<file path="src/rtl/light_sequencer.sv">
// rtl/light_sequencer.sv - traffic-light phase FSM driving an external interval timer
// Each timed phase loads timer_value, pulses start_timer and advances on the timer's expired rising edge.
module light_sequencer #(
  parameter logic [3:0] T_MAIN_GREEN = 4'd10,
  parameter logic [3:0] T_YELLOW     = 4'd3,
  parameter logic [3:0] T_ALL_RED    = 4'd1,
  parameter logic [3:0] T_SIDE_GREEN = 4'd6,
  parameter logic [4:0] WDOG_TICKS   = 5'd20
) (
  input  logic       clk_i,
  input  logic       reset_i,
  input  logic       one_hz_enable_i,
  input  logic       side_car_i,
  input  logic       expired_i,
  output logic       start_timer_o,
  output logic [3:0] timer_value_o,
  output logic [2:0] main_light_o,
  output logic [2:0] side_light_o,
  output logic       fault_o
);

  if (T_MAIN_GREEN == 4'd0 || T_YELLOW == 4'd0 || T_ALL_RED == 4'd0 ||
      T_SIDE_GREEN == 4'd0 || WDOG_TICKS <= 5'd16) begin : g_bad_param
    $error("light_sequencer: zero interval or WDOG_TICKS <= 16");
  end

  typedef enum logic [3:0] {
    S_INIT, S_MAIN_GREEN, S_MAIN_HOLD, S_MAIN_YELLOW, S_RED_A,
    S_SIDE_GREEN, S_SIDE_YELLOW, S_RED_B, S_FAULT
  } state_t;

  localparam logic [2:0] RED = 3'b100, YEL = 3'b010, GRN = 3'b001;

  state_t     state_q, state_d;
  logic       enter_d;
  logic       armed_q;
  logic [4:0] wdog_q;
  logic       start_q, fault_q;
  logic [3:0] value_q;
  logic [2:0] main_q, side_q;
  logic       exp_s1_q, exp_s2_q, exp_s3_q;
  logic       car_s1_q, car_s2_q;
  logic       exp_rise, timed, wdog_fire;

  // Synchronisers are deliberately not reset so a level held high through reset never looks like a new edge.
  always_ff @(posedge clk_i) begin
    exp_s1_q <= expired_i;
    exp_s2_q <= exp_s1_q;
    exp_s3_q <= exp_s2_q;
    car_s1_q <= side_car_i;
    car_s2_q <= car_s1_q;
  end

  assign exp_rise  = exp_s2_q & ~exp_s3_q;
  assign timed     = (state_q != S_MAIN_HOLD) && (state_q != S_FAULT);
  assign wdog_fire = timed && one_hz_enable_i && (wdog_q == WDOG_TICKS - 5'd1);

  function automatic logic [3:0] interval_of(input state_t s);
    case (s)
      S_MAIN_GREEN:                 interval_of = T_MAIN_GREEN;
      S_MAIN_YELLOW, S_SIDE_YELLOW: interval_of = T_YELLOW;
      S_SIDE_GREEN:                 interval_of = T_SIDE_GREEN;
      default:                      interval_of = T_ALL_RED;
    endcase
  endfunction

  function automatic logic [5:0] lamps_of(input state_t s);
    case (s)
      S_MAIN_GREEN, S_MAIN_HOLD: lamps_of = {GRN, RED};
      S_MAIN_YELLOW:             lamps_of = {YEL, RED};
      S_SIDE_GREEN:              lamps_of = {RED, GRN};
      S_SIDE_YELLOW:             lamps_of = {RED, YEL};
      default:                   lamps_of = {RED, RED};
    endcase
  endfunction

  always_comb begin
    state_d = state_q;
    enter_d = 1'b0;
    case (state_q)
      S_INIT: begin
        if (!armed_q) begin
          enter_d = 1'b1;
        end else if (exp_rise) begin
          state_d = S_MAIN_GREEN;
          enter_d = 1'b1;
        end
      end
      S_MAIN_GREEN: begin
        if (exp_rise) begin
          state_d = car_s2_q ? S_MAIN_YELLOW : S_MAIN_HOLD;
          enter_d = car_s2_q;
        end
      end
      S_MAIN_HOLD: begin
        if (car_s2_q) begin
          state_d = S_MAIN_YELLOW;
          enter_d = 1'b1;
        end
      end
      S_MAIN_YELLOW: if (exp_rise) begin state_d = S_RED_A;       enter_d = 1'b1; end
      S_RED_A:       if (exp_rise) begin state_d = S_SIDE_GREEN;  enter_d = 1'b1; end
      S_SIDE_GREEN:  if (exp_rise) begin state_d = S_SIDE_YELLOW; enter_d = 1'b1; end
      S_SIDE_YELLOW: if (exp_rise) begin state_d = S_RED_B;       enter_d = 1'b1; end
      S_RED_B:       if (exp_rise) begin state_d = S_MAIN_GREEN;  enter_d = 1'b1; end
      S_FAULT:       state_d = S_FAULT;
      default:       state_d = S_FAULT;
    endcase
    // A completion on the same edge as the last allowed tick takes precedence over the watchdog.
    if (wdog_fire && !enter_d && state_d == state_q) begin
      state_d = S_FAULT;
    end
  end

  always_ff @(posedge clk_i) begin
    if (reset_i) begin
      state_q <= S_INIT;
      armed_q <= 1'b0;
      wdog_q  <= 5'd0;
      start_q <= 1'b0;
      value_q <= 4'd0;
      main_q  <= RED;
      side_q  <= RED;
      fault_q <= 1'b0;
    end else begin
      state_q <= state_d;
      armed_q <= 1'b1;
      start_q <= enter_d;
      if (enter_d) begin
        value_q <= interval_of(state_d);
        wdog_q  <= 5'd0;
      end else if (timed && one_hz_enable_i && wdog_q != WDOG_TICKS) begin
        wdog_q <= wdog_q + 5'd1;
      end
      if (state_d == S_FAULT) begin
        fault_q <= 1'b1;
        if (state_q != S_FAULT) begin
          main_q <= RED;
          side_q <= RED;
        end else if (one_hz_enable_i) begin
          main_q <= main_q ^ RED;
          side_q <= side_q ^ RED;
        end
      end else begin
        {main_q, side_q} <= lamps_of(state_d);
      end
    end
  end

  assign start_timer_o = start_q;
  assign timer_value_o = value_q;
  assign main_light_o  = main_q;
  assign side_light_o  = side_q;
  assign fault_o       = fault_q;

endmodule
</file>
<file path="config.mk">
export PLATFORM = sky130hd
export DESIGN_NAME = light_sequencer
export DESIGN_NICKNAME = d
export VERILOG_FILES = /design/src/rtl/light_sequencer.sv
export SDC_FILE = /design/constraint.sdc
export NUM_CORES = 1
export LEC_CHECK = 0
export ABC_AREA = 0
export CORE_UTILIZATION = 50
export CTS_CLUSTER_SIZE = 14
export DETAILED_ROUTE_END_ITERATION = 6
export PLACE_DENSITY = 0.73
export SLEW_MARGIN = 20
export SYNTH_ARGS = -nofsm -noshare
export SYNTH_HDL_FRONTEND = slang
export SYNTH_SLANG_ARGS = --single-unit
</file>
<file path="constraint.sdc">
create_clock -name clk_i -period 4.85 [get_ports clk_i]
set_clock_uncertainty 0.05 [all_clocks]
set_input_delay 0.97 -clock clk_i [delete_from_list [all_inputs] [get_ports clk_i]]
set_output_delay 0.97 -clock clk_i [all_outputs]
set_load 0.05 [all_outputs]
</file>
# Word-level counts from Yosys, hierarchy flattened
# Cells that the tools add are included.
dict set report op_classes {
  n_mul 0
  bitwise_logic 4
  eq_ne 20
  n_shift 0
  add_sub_neg 1
  div 0
  n_lt_le_gt_ge 0
  muxes 25
  n_reduce_logical 12
}
# cell count
set ops {}
lappend ops {{4-bit two-way mux} 9}
lappend ops {{4-bit case mux with 8 select lines} 1}
lappend ops {{4-bit by 3-bit equality test with 1-bit output (second input constant)} 6}
lappend ops {{6-bit case mux with 4 select lines} 1}
lappend ops {{3-bit two-way mux} 6}
lappend ops {{4-bit by 2-bit equality test with 1-bit output (second input constant)} 4}
lappend ops {{4-bit case mux with 3 select lines} 1}
lappend ops {{4-bit by 1-bit equality test with 1-bit output (second input constant)} 2}
lappend ops {{1-bit logical AND} 6}
lappend ops {{1-bit two-way mux} 6}
lappend ops {{2-bit OR reduction} 3}
lappend ops {{5-bit by 1-bit adder with 5-bit output (second input constant)} 1}
lappend ops {{5-bit equality test (second input constant)} 1}
lappend ops {{5-bit != test (second input constant)} 1}
lappend ops {{5-bit OR reduction} 1}
lappend ops {{4-bit equality test} 1}
lappend ops {{4-bit equality test (second input constant)} 1}
lappend ops {{4-bit logical NOT} 1}
lappend ops {{4-bit by 2-bit != test with 1-bit output (second input constant)} 1}
lappend ops {{4-bit != test (second input constant)} 1}
lappend ops {{1-bit case mux with 4 select lines} 1}
lappend ops {{3-bit by 2-bit != test with 1-bit output (second input constant)} 1}
lappend ops {{1-bit inverter} 3}
lappend ops {{2-bit by 1-bit != test with 1-bit output (second input constant)} 1}
lappend ops {{other kinds (2)} 2}
dict set report word_totals {
  latchBits 0
  out_inout_bits 12
  mem_bits_ro 0
  n_memories 0
  word_cells 77
  in_bits 5
  ram_bits 0
  reg_bits 27
}

# Logic depth before layout (Yosys ltp)
# Gate-level depths: netlist (run 1).
dict set report logic_depth {
  ltp_word 13
  mapped_depth 8
  depth_no_buf 6
}

# Worst setup path before layout (run 1)
# No wires, ideal clock.
dict set report synth_path {
  kind {input to register}
  start {in one_hz_enable_i}
  end {reg side_q[1] (netlist: side_light_o[1])}
  t_required_ns 4.683
  t_arrival_ns 1.780
  n_path_buf 1
  path_slack_ns 2.902
  cell_stages 6
  cell_sequence {o31ai_2 > nor2_1 > and3_1 > buf_4 > a31oi_2 > a32o_1}
}
dict set report synth_via {
  elab_chain_cells 9
  word_cells_on_any_way 15
}
# item line
set synth_rtl {}
lappend synth_rtl {{start: declaration} 12} ;# input logic one_hz_enable_i,
lappend synth_rtl {{1-bit logical AND (*) (2 in series)} 56} ;# assign wdog_fire = timed && one_hz_enable_i && (wdog_q == WDOG_TICKS - 5'd1);
lappend synth_rtl {{1-bit logical AND (*) (2 in series)} 110} ;# if (wdog_fire && !enter_d && state_d == state_q) begin
lappend synth_rtl {{4-bit two-way mux (*)} 110}
lappend synth_rtl {{4-bit by 1-bit equality test with 1-bit output or 4-bit by 2-bit equality test with 1-bit output (tied branches)} 68} ;# case (s)
lappend synth_rtl {{2-bit OR reduction} 68}
lappend synth_rtl {{6-bit case mux with 4 select lines} 68}
lappend synth_rtl {{3-bit two-way mux} 135} ;# if (state_d == S_FAULT) begin
lappend synth_rtl {{end signal: assignment} 142} ;# side_q <= side_q ^ RED;
lappend synth_rtl {{end signal: assignment} 145} ;# {main_q, side_q} <= lamps_of(state_d);
lappend synth_rtl {{end: declaration} 40} ;# logic [2:0] main_q, side_q;
# Every way passes the cells marked *; elsewhere a longest branch is shown, timed or not.
# A chain may end at the register's enable or synchronous reset.

# Worst setup path in the final report (run 1)
dict set report layout_path {
  start {reg state_q[1]}
  end {reg main_q[2] (netlist: main_light_o[2])}
}
dict set report layout_via {
  elab_chain_cells 11
  word_cells_on_any_way 40
}
# item line
set layout_rtl {}
lappend layout_rtl {{start: declaration} 34} ;# state_t state_q, state_d;
lappend layout_rtl {{start signal: assignment} 126} ;# state_q <= state_d;
lappend layout_rtl {{4-bit by 3-bit equality test with 1-bit output, or another cell as far along} 80} ;# case (state_q)
lappend layout_rtl {{5-bit OR reduction (no line) or 1-bit logical AND (tied branches)} n/a}
lappend layout_rtl {{1-bit case mux with 4 select lines or 1-bit logical AND (tied branches)} {80, 56}}
lappend layout_rtl {{1-bit logical NOT or 1-bit logical AND (tied branches)} {110, 56}}
lappend layout_rtl {{1-bit logical AND (2 in series)} 110}
lappend layout_rtl {{4-bit two-way mux} 110}
lappend layout_rtl {{4-bit by 1-bit equality test with 1-bit output or 4-bit by 2-bit equality test with 1-bit output (tied branches)} 68}
lappend layout_rtl {{2-bit OR reduction} 68}
lappend layout_rtl {{6-bit case mux with 4 select lines} 68}
lappend layout_rtl {{3-bit two-way mux} 135}
lappend layout_rtl {{end signal: assignment} 141} ;# main_q <= main_q ^ RED;
lappend layout_rtl {{end signal: assignment} 145}
lappend layout_rtl {{end: declaration} 40}
# Several ways; a longest one is shown, not always the timed one.

==> metrics.txt, run 1 <==
clk root buf=clkbuf_4; CP peak stage delay=0.72 ns; Non-Filler Instances=~190; Reg2Reg Setup Slack=2.02 ns; initial antenna violation count=0; worst reg2reg endpoint=main_light_o[2]$_SDFFE_PP1P_; max-slew violations=0; IO buf count=16; Clock transition at path regs=0.14 ns; DRC viols=0; crit-path max FO=12; critical path's top delay family=compound AO/OA/AOI/OAI gates; via count=~1100; fillcell total=227; MaxCap Viol Count=0; Hold Fails Final Rpt=0; mapped cell area=1350 µm²; TritonCTS Sinks=27; # rows=18; required time of the critical path=5.05 ns; worst skew pair latency=around 0.32 ns; antenna diode count=0; met2 routed wirelength=1160 µm; 1st-pass router iterations=4; outcome=finished clean; largest net degree at the start of global routing=19; initial drt markers=30; final setup fails=0; Async S/R FF share, synth=0; total track usage=0.201; final antenna-violating net count=0; Worst R2R Start=state_q[1]$_SDFF_PP0_; Worst setup SP type=register; Netlist cell types=48; Hold Buf Count CTS=0; syn_area_per_cell=9.15 µm²; M1 WL=1330 µm; Hold Crit Endpoint=car_s2_q$_DFF_P_; Crit Path Class=register to register; CTS H-Tree Depth=1; Max Clk Rate=353 MHz; first-pass GRT wire length=4130 µm; routability congestion estimate=0.919; Fin Hold WS=0.294 ns; final HPWL from detailed placement=~2000 µm; CORE AREA=2520 µm²; Inst Count DP=185; initial core utilization=0.537; Main synth FF type=dfxtp_1; Peak VDD IR=226 µV; DIE HEIGHT=54.0 µm; Crit path arrival time=3.03 ns; vias in the first global route=962; fin crit period=approximately 2.8 ns; Syn Nets=155; Buf+Inv Stages, Crit Path=1; Via-to-Cell Ratio=5.67; CTS tree=built; post-CTS setup buffers=0; setup TNS=0 ns; die width=about 54 µm; DIE AREA=2920 µm²; clock buffer depth=2; flops & latches, synth=27; worst min-delay path startpoint=car_s1_q$_DFF_P_; crit path capture type=register; Hold WC Path Type=register to register; Pwr per Cell Area=about 280 nW/µm²; worst path cell trace=clkinv_1 > mux2i_1 > a221oi_2 > and3_1 > a31oi_2 > o311ai_2; Slew @ Worst Pin=0.788 ns; mean routed wirelength per cell=14.0 µm; YS warnings=0; Lkg Pwr=approximately 0.55 nW; RSZ-0062 raised after global routing=false; Resize count post-CTS=0; Ports=17; layout cell share with drive strength beyond 1=0.119; final period utilization=0.583; Num CTS Buffers=3; instance count of the mapped netlist=148; max layer used=met4; fin nets=167; final wirelength=2650 µm; Worst Hold Depth=0; reg2reg path depth=6; total grt overflow=0; number of synthesized flops with an enable pin=0; met3 WL post-DR=between 100 and 150 µm; area delta synth->final=12.2%; post-synthesis sequential area ratio=0.399; CP max-delay cell=a221oi_2; slew margin rel.=0.474
## cells by family (layout without fill, tap and decap cells)
family | after synthesis | in the layout | synth area share
buf+inv | 19 | 30 | 0.0739
fa+ha+maj | 2 | 2 | 0.0185
mux | 2 | 2 | 0.0148
xor+xnor | 9 | 9 | 0.0582
flops | 27 | 27 | 0.399
compound gates | 34 | 34 | 0.211
simple gates | 55 | 55 | 0.225
## sequential cells by signal, summed over array words and instances (netlist names), 3 cells and up
register	cells
state_q	4
side_light_o	3
wdog_q	5
timer_value_o	4
main_light_o	3
## stage by stage
stage          power, mW  setup WS, ns  utilization  cell area, µm²
6_report           0.430          2.02        0.602            1520
5_1_grt            0.449          1.80        0.602            1520
4_1_cts            0.434          2.07        0.602            1520
3_5_place_dp       0.337          2.07        0.590            1490
3_3_place_gp       0.335          2.16        0.590            1490
2_1_floorplan      0.315          2.90            -            1350
## worst max-delay path by stage
stage / startpoint / to / slack (ns) / cells past startpoint
finish: state_q[1]$_SDFF_PP0_ / main_light_o[2]$_SDFFE_PP1P_ / 2.02 / 6
global route: state_q[1]$_SDFF_PP0_ / main_light_o[2]$_SDFFE_PP1P_ / 1.80 / 6
CTS: state_q[1]$_SDFF_PP0_ / main_light_o[2]$_SDFFE_PP1P_ / 2.07 / 6
detailed placement: one_hz_enable_i / side_light_o[1]$_SDFFE_PP0P_ / 2.07 / 6
global placement: one_hz_enable_i / side_light_o[1]$_SDFFE_PP0P_ / 2.16 / 6
floorplan: one_hz_enable_i / side_light_o[1]$_SDFFE_PP0P_ / 2.90 / 6
## layout by cell type, fill, tap and decap left out, types with 2 or more instances in the layout
| master | synthesis | routed |
|---|---|---|
| nand3_1 | 3 | 3 |
| dfxtp_1 | 27 | 27 |
| a31oi_2 | 2 | 2 |
| a211o_1 | 3 | 3 |
| nor3_2 | 2 | 2 |
| xor2_1 | 3 | 3 |
| clkdlybuf4s50_1 | 0 | 16 |
| nand4_1 | 2 | 2 |
| nor3_1 | 6 | 6 |
| nor2b_1 | 2 | 2 |
| inv_1 | 8 | 8 |
| clkbuf_4 | 0 | 3 |
| nand2_1 | 7 | 7 |
| ha_1 | 2 | 2 |
| a32o_1 | 2 | 2 |
| nor4_1 | 2 | 2 |
| nor2_1 | 19 | 19 |
| a32oi_1 | 2 | 2 |
| a21oi_1 | 8 | 8 |
| a22oi_1 | 4 | 4 |
| and3_1 | 3 | 3 |
| mux2i_1 | 2 | 2 |
| xnor2_1 | 6 | 6 |
| o21ai_1 | 2 | 2 |
## routing by layer
layer	vias up	GRT usage
li1	549	-
met1	491	0.255
met2	28	0.321
met3	4	0.0282
met4	0	0.115
met5	-	0
## synth_stat cells, drive strengths merged, types with 3 or more instances
cell type | number | share of area
dfxtp | 27 | 0.40
xor2 | 3 | 0.019
nor2 | 19 | 0.053
inv | 9 | 0.025
a211o | 3 | 0.019
xnor2 | 6 | 0.039
nand3 | 3 | 0.011
and3 | 3 | 0.014
o21ai | 3 | 0.011
buf | 7 | 0.041
a21oi | 9 | 0.036
nor3 | 8 | 0.037
nand2 | 7 | 0.019
a22oi | 4 | 0.022
## layout make-up
| type | count | area [µm²] | share of cell area |
|---|---|---|---|
| Timing Repair Buffer | 16 | 160 | 0.105 |
| Multi-Input combinational cell | 102 | 713 | 0.470 |
| Clock inverter | 1 | 7.51 | 0.00494 |
| Sequential cell | 27 | 541 | 0.356 |
| Tap cell | 30 | 37.5 | 0.0247 |
| Inverter | 10 | 37.5 | 0.0247 |
| Clock buffer | 3 | 22.5 | 0.0148 |
## power breakdown
part / internal [mW] / switching, mW / total [mW]
sequential: 0.233 / 0.0108 / 0.243
combinational: 0.0348 / 0.0539 / 0.0887
clock: 0.0316 / 0.0667 / 0.0983
total: 0.299 / 0.131 / 0.430
(Power assumes the default switching activity.)
==> run 2, diff against run 1 <==
==> constraint.sdc (replaced) <==
create_clock -name clk_i -period 2.8 [get_ports clk_i]
set_clock_uncertainty 0.05 [all_clocks]
set_input_delay 0.56 -clock clk_i [delete_from_list [all_inputs] [get_ports clk_i]]
set_output_delay 0.56 -clock clk_i [all_outputs]
set_load 0.05 [all_outputs]
==> metrics.txt, run 2 (synthesis gave the netlist of run 1 again) <==
commonest cells after routing, fill and taps aside=27 x dfxtp_1, 19 x nor2_1, 16 x clkdlybuf4s50_1 (unchanged); IO buf count=16 (unchanged); CTS tree=built (unchanged); first-pass GRT wire length=4390 µm (was 4130 µm); Place WS=0.472 ns (was 2.07 ns); Worst setup SP type=register (unchanged); initial antenna violation count=0 (unchanged); final wirelength=2700 µm (was 2650 µm); layout cell share with drive strength beyond 1=0.125 (was 0.119); final instance area=1520 µm² (about the same); Power, Total=743 µW (was 430 µW); Hold WC Path Type=register to register (unchanged); fin crit period=2.37 ns (was 2.83 ns); Hold Buf Count CTS=0 (unchanged); routability congestion estimate=0.944 (was 0.919); setup TNS=0 ns (unchanged); crit path capture type=register (unchanged); Num CTS Buffers=3 (unchanged); die width=54.0 µm (unchanged); RSZ-0062 raised after global routing=false (unchanged); fillcell total=225 (was 227); DIE HEIGHT=54.0 µm (unchanged); required time of the critical path=3.00 ns (was 5.05 ns); Lkg Pwr=0.556 nW (was 0.547 nW); Via-to-Cell Ratio=5.81 (was 5.67); 1st-pass router iterations=5 (was 4); CTS H-Tree Depth=1 (unchanged); via count=1104 (was 1072); post-CTS setup buffers=0 (unchanged); Ports=17 (unchanged); outcome=finished clean (unchanged); Crit Path Class=register to register (unchanged); number of flip-flops in the largest register=5 (unchanged); Max Clk Rate=422 MHz (was 353 MHz); crit-path max FO=12 (unchanged); final HPWL from detailed placement=2000 µm (was 1970 µm); Pwr per Cell Area=488 nW/µm² (was 283 nW/µm²); MaxCap Viol Count=0 (unchanged); initial core utilization=0.537 (unchanged); final antenna-violating net count=0 (unchanged); Finished Core Util=0.604 (was 0.602); # rows=18 (unchanged); worst skew pair latency=0.32 ns (about the same); final setup fails=0 (unchanged); total grt overflow=0 (unchanged); register area=541 µm² (unchanged); fin nets=168 (was 167); Inst Count DP=186 (was 185); total track usage=0.207 (was 0.201); clk root buf=clkbuf_4 (unchanged); final period utilization=0.846 (was 0.583); CORE AREA=2520 µm² (unchanged); Peak VDD IR=318 µV (was 226 µV); multi-input logic area=713 µm² (unchanged); Fin Hold WS=0.296 ns (was 0.294 ns); vias in the first global route=976 (was 962); initial drt markers=23 (was 30); Clock transition at path regs=0.15 ns (was 0.14 ns); Hold Fails Final Rpt=0 (unchanged); DIE AREA=2920 µm² (unchanged); max-slew violations=0 (unchanged); clock buffer depth=2 (unchanged); DRC viols=0 (unchanged); antenna diode count=0 (unchanged); largest net degree at the start of global routing=19 (unchanged); Slew @ Worst Pin=0.622 ns (was 0.788 ns); Resize count post-CTS=0 (unchanged); commonest non-fill, non-tap cell in the layout=dfxtp_1 (unchanged); Crit path arrival time=2.56 ns (was 3.03 ns); dpl cell area=1500 µm² (was 1490 µm²); area delta synth->final=12.6% (was 12.2%); slew margin rel.=0.585 (was 0.474); mean routed wirelength per cell=14.2 µm (was 14.0 µm); Non-Filler Instances=190 (was 189); Setup WS post-layout=0.432 ns (was 2.02 ns); Reg with most FFs=wdog_q (unchanged); TritonCTS Sinks=27 (unchanged)
[run 2: critical path, stage by stage (launching register included)]
cell	delay, ns
dfxtp_1	0.62
clkinv_1	0.32
mux2i_1	0.19
a221oi_2	0.29
and3_1	0.39
a31oi_2	0.17
o311ai_2	0.26
[run 2: worst paths after layout]
kind | end | from | slack, ns | depth (start not counted)
setup / recovery | main_light_o[2]$_SDFFE_PP1P_ | state_q[1]$_SDFF_PP0_ | 0.43 | 6
hold / removal | exp_s2_q$_DFF_P_ | exp_s1_q$_DFF_P_ | 0.30 | 0
setup reg to reg | main_light_o[2]$_SDFFE_PP1P_ | state_q[1]$_SDFF_PP0_ | 0.43 | 6
hold reg to reg | exp_s2_q$_DFF_P_ | exp_s1_q$_DFF_P_ | 0.30 | 0
[run 2: final cells by class]
| class | count | area share |
|---|---|---|
| inverters | 10 | 0.0246 |
| well taps | 30 | 0.0246 |
| repair buffers | 17 | 0.110 |
| flip-flops and latches | 27 | 0.355 |
| clock inverters | 1 | 0.00328 |
| clock buffers | 3 | 0.0148 |
| multi-input cells | 102 | 0.468 |
[run 2: power breakdown]
| group | switching [mW] | total (mW) | internal (mW) |
|---|---|---|---|
| registers | 0.0190 | 0.422 | 0.403 |
| clock network | 0.111 | 0.164 | 0.0534 |
| logic | 0.0946 | 0.157 | 0.0629 |
[run 2: metal layers]
metal | vias to the layer above | global-route usage | routed length (µm)
li1 | 551 | - | -
met1 | 509 | 0.279 | 1320
met2 | 37 | 0.319 | 1190
met3 | 7 | 0.0311 | 134
met4 | 0 | 0.103 | 52
met5 | - | 0 | 0
